===== config.mk =====
export PLATFORM = sky130hd
export DESIGN_NAME = fifo_write_arbiter
export DESIGN_NICKNAME = d
export VERILOG_FILES = /design/src/rtl/fifo_arb_pkg.sv /design/src/rtl/rr_priority_picker.sv /design/src/rtl/fifo_write_arbiter.sv
export SDC_FILE = /design/constraint.sdc
export NUM_CORES = 1
export LEC_CHECK = 0
export ABC_AREA = 0
export CORE_ASPECT_RATIO = 1.1
export CORE_MARGIN = 1.5
export CORE_UTILIZATION = 36
export CTS_CLUSTER_DIAMETER = 40
export DETAILED_ROUTE_END_ITERATION = 6
export GPL_TIMING_DRIVEN = 0
export HOLD_SLACK_MARGIN = 0.12
export PLACE_DENSITY = 0.8
export SLEW_MARGIN = 20
export SYNTH_ARGS = -nofsm -noshare
export SYNTH_HDL_FRONTEND = slang
export SYNTH_HIERARCHICAL = 1
export SYNTH_SLANG_ARGS = --single-unit

===== constraint.sdc =====
create_clock -name write_clk -period 2.6 [get_ports write_clk]
set_clock_uncertainty 0.1 [all_clocks]
set_input_delay 0.52 -clock write_clk [delete_from_list [all_inputs] [get_ports write_clk]]
set_output_delay 0.52 -clock write_clk [all_outputs]
set_load 0.01 [all_outputs]

===== src/rtl/fifo_arb_pkg.sv =====
// Shared types and constants for the FIFO write-port arbiter.
package fifo_arb_pkg;

    typedef enum logic {
        IDLE  = 1'b0,
        BURST = 1'b1
    } arb_state_e;

    localparam int DEFAULT_NUM_REQ   = 4;
    localparam int DEFAULT_MAX_BURST = 4;

    // Ceiling log2; clog2(1) = 0.
    function automatic int clog2(input int value);
        int result;
        int v;
        result = 0;
        v      = value - 1;
        while (v > 0) begin
            result = result + 1;
            v      = v >> 1;
        end
        return result;
    endfunction

endpackage


===== src/rtl/rr_priority_picker.sv =====
// Combinational round-robin picker: first set request at or after rr_ptr_i, modulo NUM_REQ.
module rr_priority_picker
    import fifo_arb_pkg::*;
#(
    parameter int NUM_REQ  = DEFAULT_NUM_REQ,
    parameter int ID_WIDTH = clog2(NUM_REQ)
) (
    input  logic [NUM_REQ-1:0]  req_i,
    input  logic [ID_WIDTH-1:0] rr_ptr_i,
    output logic                any_req_o,
    output logic [ID_WIDTH-1:0] winner_o
);

    localparam logic [ID_WIDTH:0] NREQ_W = (ID_WIDTH + 1)'(NUM_REQ);

    logic [NUM_REQ-1:0]  rotated;
    logic [ID_WIDTH-1:0] offset;
    logic [ID_WIDTH:0]   sum;

    assign any_req_o = |req_i;

    // NOTE: every variable gets a default before any conditional write, so no latch is inferred.
    always_comb begin
        // Rotating the doubled vector puts rr_ptr_i at bit 0.
        rotated = NUM_REQ'({req_i, req_i} >> rr_ptr_i);
        offset  = '0;
        for (int i = NUM_REQ - 1; i >= 0; i--) begin
            if (rotated[i]) begin
                offset = ID_WIDTH'(i);
            end
        end
        sum = {1'b0, rr_ptr_i} + {1'b0, offset};
        if (sum >= NREQ_W) begin
            sum = sum - NREQ_W;
        end
        winner_o = sum[ID_WIDTH-1:0];
    end

endmodule


===== src/rtl/fifo_write_arbiter.sv =====
// Round-robin arbiter granting locked bursts on the async FIFO write port.
module fifo_write_arbiter
    import fifo_arb_pkg::*;
#(
    parameter int NUM_REQ    = DEFAULT_NUM_REQ,
    parameter int DATA_WIDTH = 8,
    parameter int MAX_BURST  = DEFAULT_MAX_BURST,
    parameter int ID_WIDTH   = clog2(NUM_REQ)
) (
    input  logic                          write_clk,
    input  logic                          write_rst_n,
    input  logic [NUM_REQ-1:0]            req_valid,
    input  logic [NUM_REQ*DATA_WIDTH-1:0] req_data,
    input  logic [NUM_REQ-1:0]            req_last,
    output logic [NUM_REQ-1:0]            req_ready,
    input  logic                          fifo_full,
    input  logic                          fifo_almost_full,
    output logic                          fifo_write_en,
    output logic [DATA_WIDTH-1:0]         fifo_write_data,
    output logic [ID_WIDTH-1:0]           grant_id,
    output logic                          busy
);

    localparam int                  CNT_W     = clog2(MAX_BURST) + 1;
    localparam logic [CNT_W-1:0]    LAST_BEAT = CNT_W'(MAX_BURST - 1);
    localparam logic [ID_WIDTH-1:0] LAST_ID   = ID_WIDTH'(NUM_REQ - 1);

    arb_state_e          state_q, state_d;
    logic [ID_WIDTH-1:0] owner_q, owner_d;
    logic [ID_WIDTH-1:0] rr_ptr_q, rr_ptr_d;
    logic [CNT_W-1:0]    beat_cnt_q, beat_cnt_d;

    logic                any_req;
    logic [ID_WIDTH-1:0] winner;
    logic                xfer;
    logic                term_beat;

    rr_priority_picker #(
        .NUM_REQ  (NUM_REQ),
        .ID_WIDTH (ID_WIDTH)
    ) u_picker (
        .req_i     (req_valid),
        .rr_ptr_i  (rr_ptr_q),
        .any_req_o (any_req),
        .winner_o  (winner)
    );

    always_comb begin
        state_d         = state_q;
        owner_d         = owner_q;
        rr_ptr_d        = rr_ptr_q;
        beat_cnt_d      = beat_cnt_q;
        busy            = 1'b0;
        req_ready       = '0;
        xfer            = 1'b0;
        term_beat       = 1'b0;
        fifo_write_data = '0;
        case (state_q)
            IDLE: begin
                // almost_full only holds off new grants, never an active burst.
                if (any_req && !fifo_almost_full) begin
                    owner_d    = winner;
                    beat_cnt_d = '0;
                    state_d    = BURST;
                end
            end
            BURST: begin
                busy               = 1'b1;
                req_ready[owner_q] = !fifo_full;
                xfer               = req_valid[owner_q] && !fifo_full;
                fifo_write_data    = req_data[owner_q*DATA_WIDTH +: DATA_WIDTH];
                term_beat          = xfer && (req_last[owner_q] || (beat_cnt_q == LAST_BEAT));
                if (xfer) begin
                    beat_cnt_d = beat_cnt_q + 1'b1;
                end
                if (term_beat) begin
                    state_d  = IDLE;
                    rr_ptr_d = (owner_q == LAST_ID) ? '0 : owner_q + 1'b1;
                end
            end
            default: state_d = IDLE;
        endcase
    end

    assign fifo_write_en = xfer;
    assign grant_id      = owner_q;

    // NOTE: non-blocking assignments so every register samples pre-edge values, independent of block order.
    always_ff @(posedge write_clk or negedge write_rst_n) begin
        if (!write_rst_n) begin
            state_q    <= IDLE;
            owner_q    <= '0;
            rr_ptr_q   <= '0;
            beat_cnt_q <= '0;
        end else begin
            state_q    <= state_d;
            owner_q    <= owner_d;
            rr_ptr_q   <= rr_ptr_d;
            beat_cnt_q <= beat_cnt_d;
        end
    end

endmodule

==> qor.yml <==
p_leak_nw: 0.685
worstSetupStartpointType: "input pin"
yosysWarnings: 6
grt_pass1_wl_um: 4470
wl_per_cell_um: 14.6
timing.max_cap.violations: 0
synthDominantCellAreaShare: 0.220
clockRootBuffer: "clkbuf_4"
dieHeight_um: 56.0
ant_nets: 0
setup_viol: 0
io_buffer_count: 59
cp_num_buf_inv: 2
first_global_vias: 1039
synthFlopType: "dfrtp_1"
cts_tree: "done"
vias_per_cell: 5.30
ioPinCount: 60
drt_iter0_drc: 8
relSlewSlack: 0.610
outcome: "complete, no violations"
n_antenna_cell: 0
critPathKind: "in2out"
met3_usage: 0.0538
arrival_ps: 1910
endpoint_kind: "output port"
yosysUniqueCellTypes: 35
rows: 19
yosysSeqAreaShare: 0.217
drv_slew: 0
place.gp.congestion: 0.748
worstPathRequired_ps: 1980
hp-start: "beat_cnt_q[0]$_DFFE_PN0P_"
cts_max_level: 1
num-nets-final: 213
timing.rr.start: "grant_id[0]$_DFFE_PN0P_"
grt-ovfl-total: 0
synthTopCellsByArea: "mux4_2, dfrtp_1, ha_1"
min_period_ps: 2530
chipWidth_um: 51.2
drive_above_1_share: 0.188
fillers: 206
num_vias: 1012
die_area_mm2: 0.00287
power_density_mw_per_mm2: 788
postLayoutCoreUtil: 0.652
use_met1: 0.203
cp_max_fo: 6
cts_sinks: 8
worst_pin_slew_ps: 584
routed_wl_um: 2790
yosysTopAreaCell: "mux4_2"
syn_to_final_growth_pct: 75.1
cts_buffer_depth: 2
hold_buffers: 0
drc: 0
synth_nets: 146
cts_buffers: 3
core_area_mm2: 0.00247
hpwlAfterDp_um: 2360
min-delay-path-class: "reg2reg"
synth_edf_count: 0
period_share: 0.974
max_stage_delay_ps: 540
antenna_found_initial: 0
syn_inst: 95
hold_viol_final: 0
first_pass_iters: 4
grt_max_degree: 11
initial_core_util: 0.372
grt.met2_usage: 0.406
crit_top_cell: "clkdlybuf4s50_1"
synth-seq-cells: 8
track_usage: 0.203
busiest_layer: "met2"
critPathTopFamily: "buffers and inverters"
synth.most_common_cell: "and2_1"
total_power_mw: 1.27
clk_latency_ps: 250
avgSynthCellArea_um2: 9.69
max_freq_mhz: 395
peakVddDrop_v: 0.000519
clk_pin_slew_ps: 50
async_flop_share: 1.00
path_cells: "clkdlybuf4s50_1, nor2b_4, and2_1, clkdlybuf4s50_1"
syn_area_um2: 921
rsz0062_at_grt: "no"
crit_path_start: "fifo_full"
synthTopCellsByCount: "and2_1, mux4_2, dfrtp_1"
crit_path_top_delay_cell: "clkdlybuf4s50_1"
[worst paths after layout]
kind | end | slack [ps] | depth (start not counted)
setup / recovery | req_ready[3] | 70 | 4
hold / removal | beat_cnt_q[0]$_DFFE_PN0P_ | 390 | 1
setup reg to reg | rr_ptr_q[0]$_DFFE_PN0P_ | 610 | 6
hold reg to reg | beat_cnt_q[0]$_DFFE_PN0P_ | 390 | 1
max in group asynchronous | grant_id[0]$_DFFE_PN0P_ | 1680 | 1
min in group asynchronous | beat_cnt_q[2]$_DFFE_PN0P_ | 440 | 1
[per-layer routing]
metal  vias to the layer above  routed length, µm
met5                         -                  0
met4                         0                 27
met3                         5                295
met2                        52               1440
met1                       474               1020
li1                        481                  -
[kinds of logic (layout without fill, tap and decap cells)]
logic type	count (synthesis)	in the layout	synth area share
simple gates	40	40	0.240
compound gates	14	14	0.103
mux	14	14	0.279
buf+inv	10	75	0.0462
flops	8	8	0.217
fa+ha+maj	7	7	0.0951
xor+xnor	2	2	0.0190
[metrics by stage]
| stage | cells | instance area (µm²) | worst slack, ps | setup TNS (ps) | hold WS [ps] |
|---|---|---|---|---|---|
| finish | 191 | 1610 | 67.0 | 0 | 393 |
| global route | 191 | 1610 | 12.5 | 0 | 417 |
| CTS | 191 | 1610 | 0.111 | 0 | 394 |
| detailed placement | 185 | 1550 | -341 | -1180 | 388 |
| global placement | 185 | 1550 | -316 | -1030 | 375 |
| floorplan | 95 | 921 | 452 | 0 | 124 |
[report_power, final]
part           switching (mW)  internal [mW]  total [mW]  leakage [nW]
clock network          0.0424         0.0528      0.0952        0.0138
registers              0.0663          0.181       0.247        0.0986
logic                   0.398          0.531       0.929         0.573
[layout make-up]
type | count | area [µm²] | share of cell area
plain buffers | 4 | 30.0 | 0.0186
clock buffers | 3 | 22.5 | 0.0140
inverters | 6 | 22.5 | 0.0140
multi-input cells | 77 | 693 | 0.430
flip-flops and latches | 8 | 201 | 0.125
well taps | 31 | 38.8 | 0.0240
repair buffers | 62 | 604 | 0.375
[sequential cells by signal (all words and copies together) (netlist names)]
register    flops
grant_id        2
beat_cnt_q      3
state_q         1
rr_ptr_q        2
[placed cells by master, fill, tap and decap left out, types with 2 or more instances in the layout]
master,n
dfrtp_1,7
buf_4,4
nand2_1,6
mux2_1,2
nor3b_1,3
clkdlybuf4s15_2,3
nand2b_1,2
nor2_1,4
dlygate4sd2_1,8
mux4_2,9
a21oi_1,2
clkdlybuf4s50_1,46
clkbuf_4,4
mux2i_1,2
a31oi_1,2
ha_1,7
nand3_1,5
nor3_1,2
and2_1,12
o21ai_1,4
inv_1,5
[timing repair]
action,CTS,global route
gates resized for setup,25,5
cloned,0,0
setup buffers,3,0
endpoints found under the setup margin,13,5
Note: power is estimated with default switching activity, not from simulation.
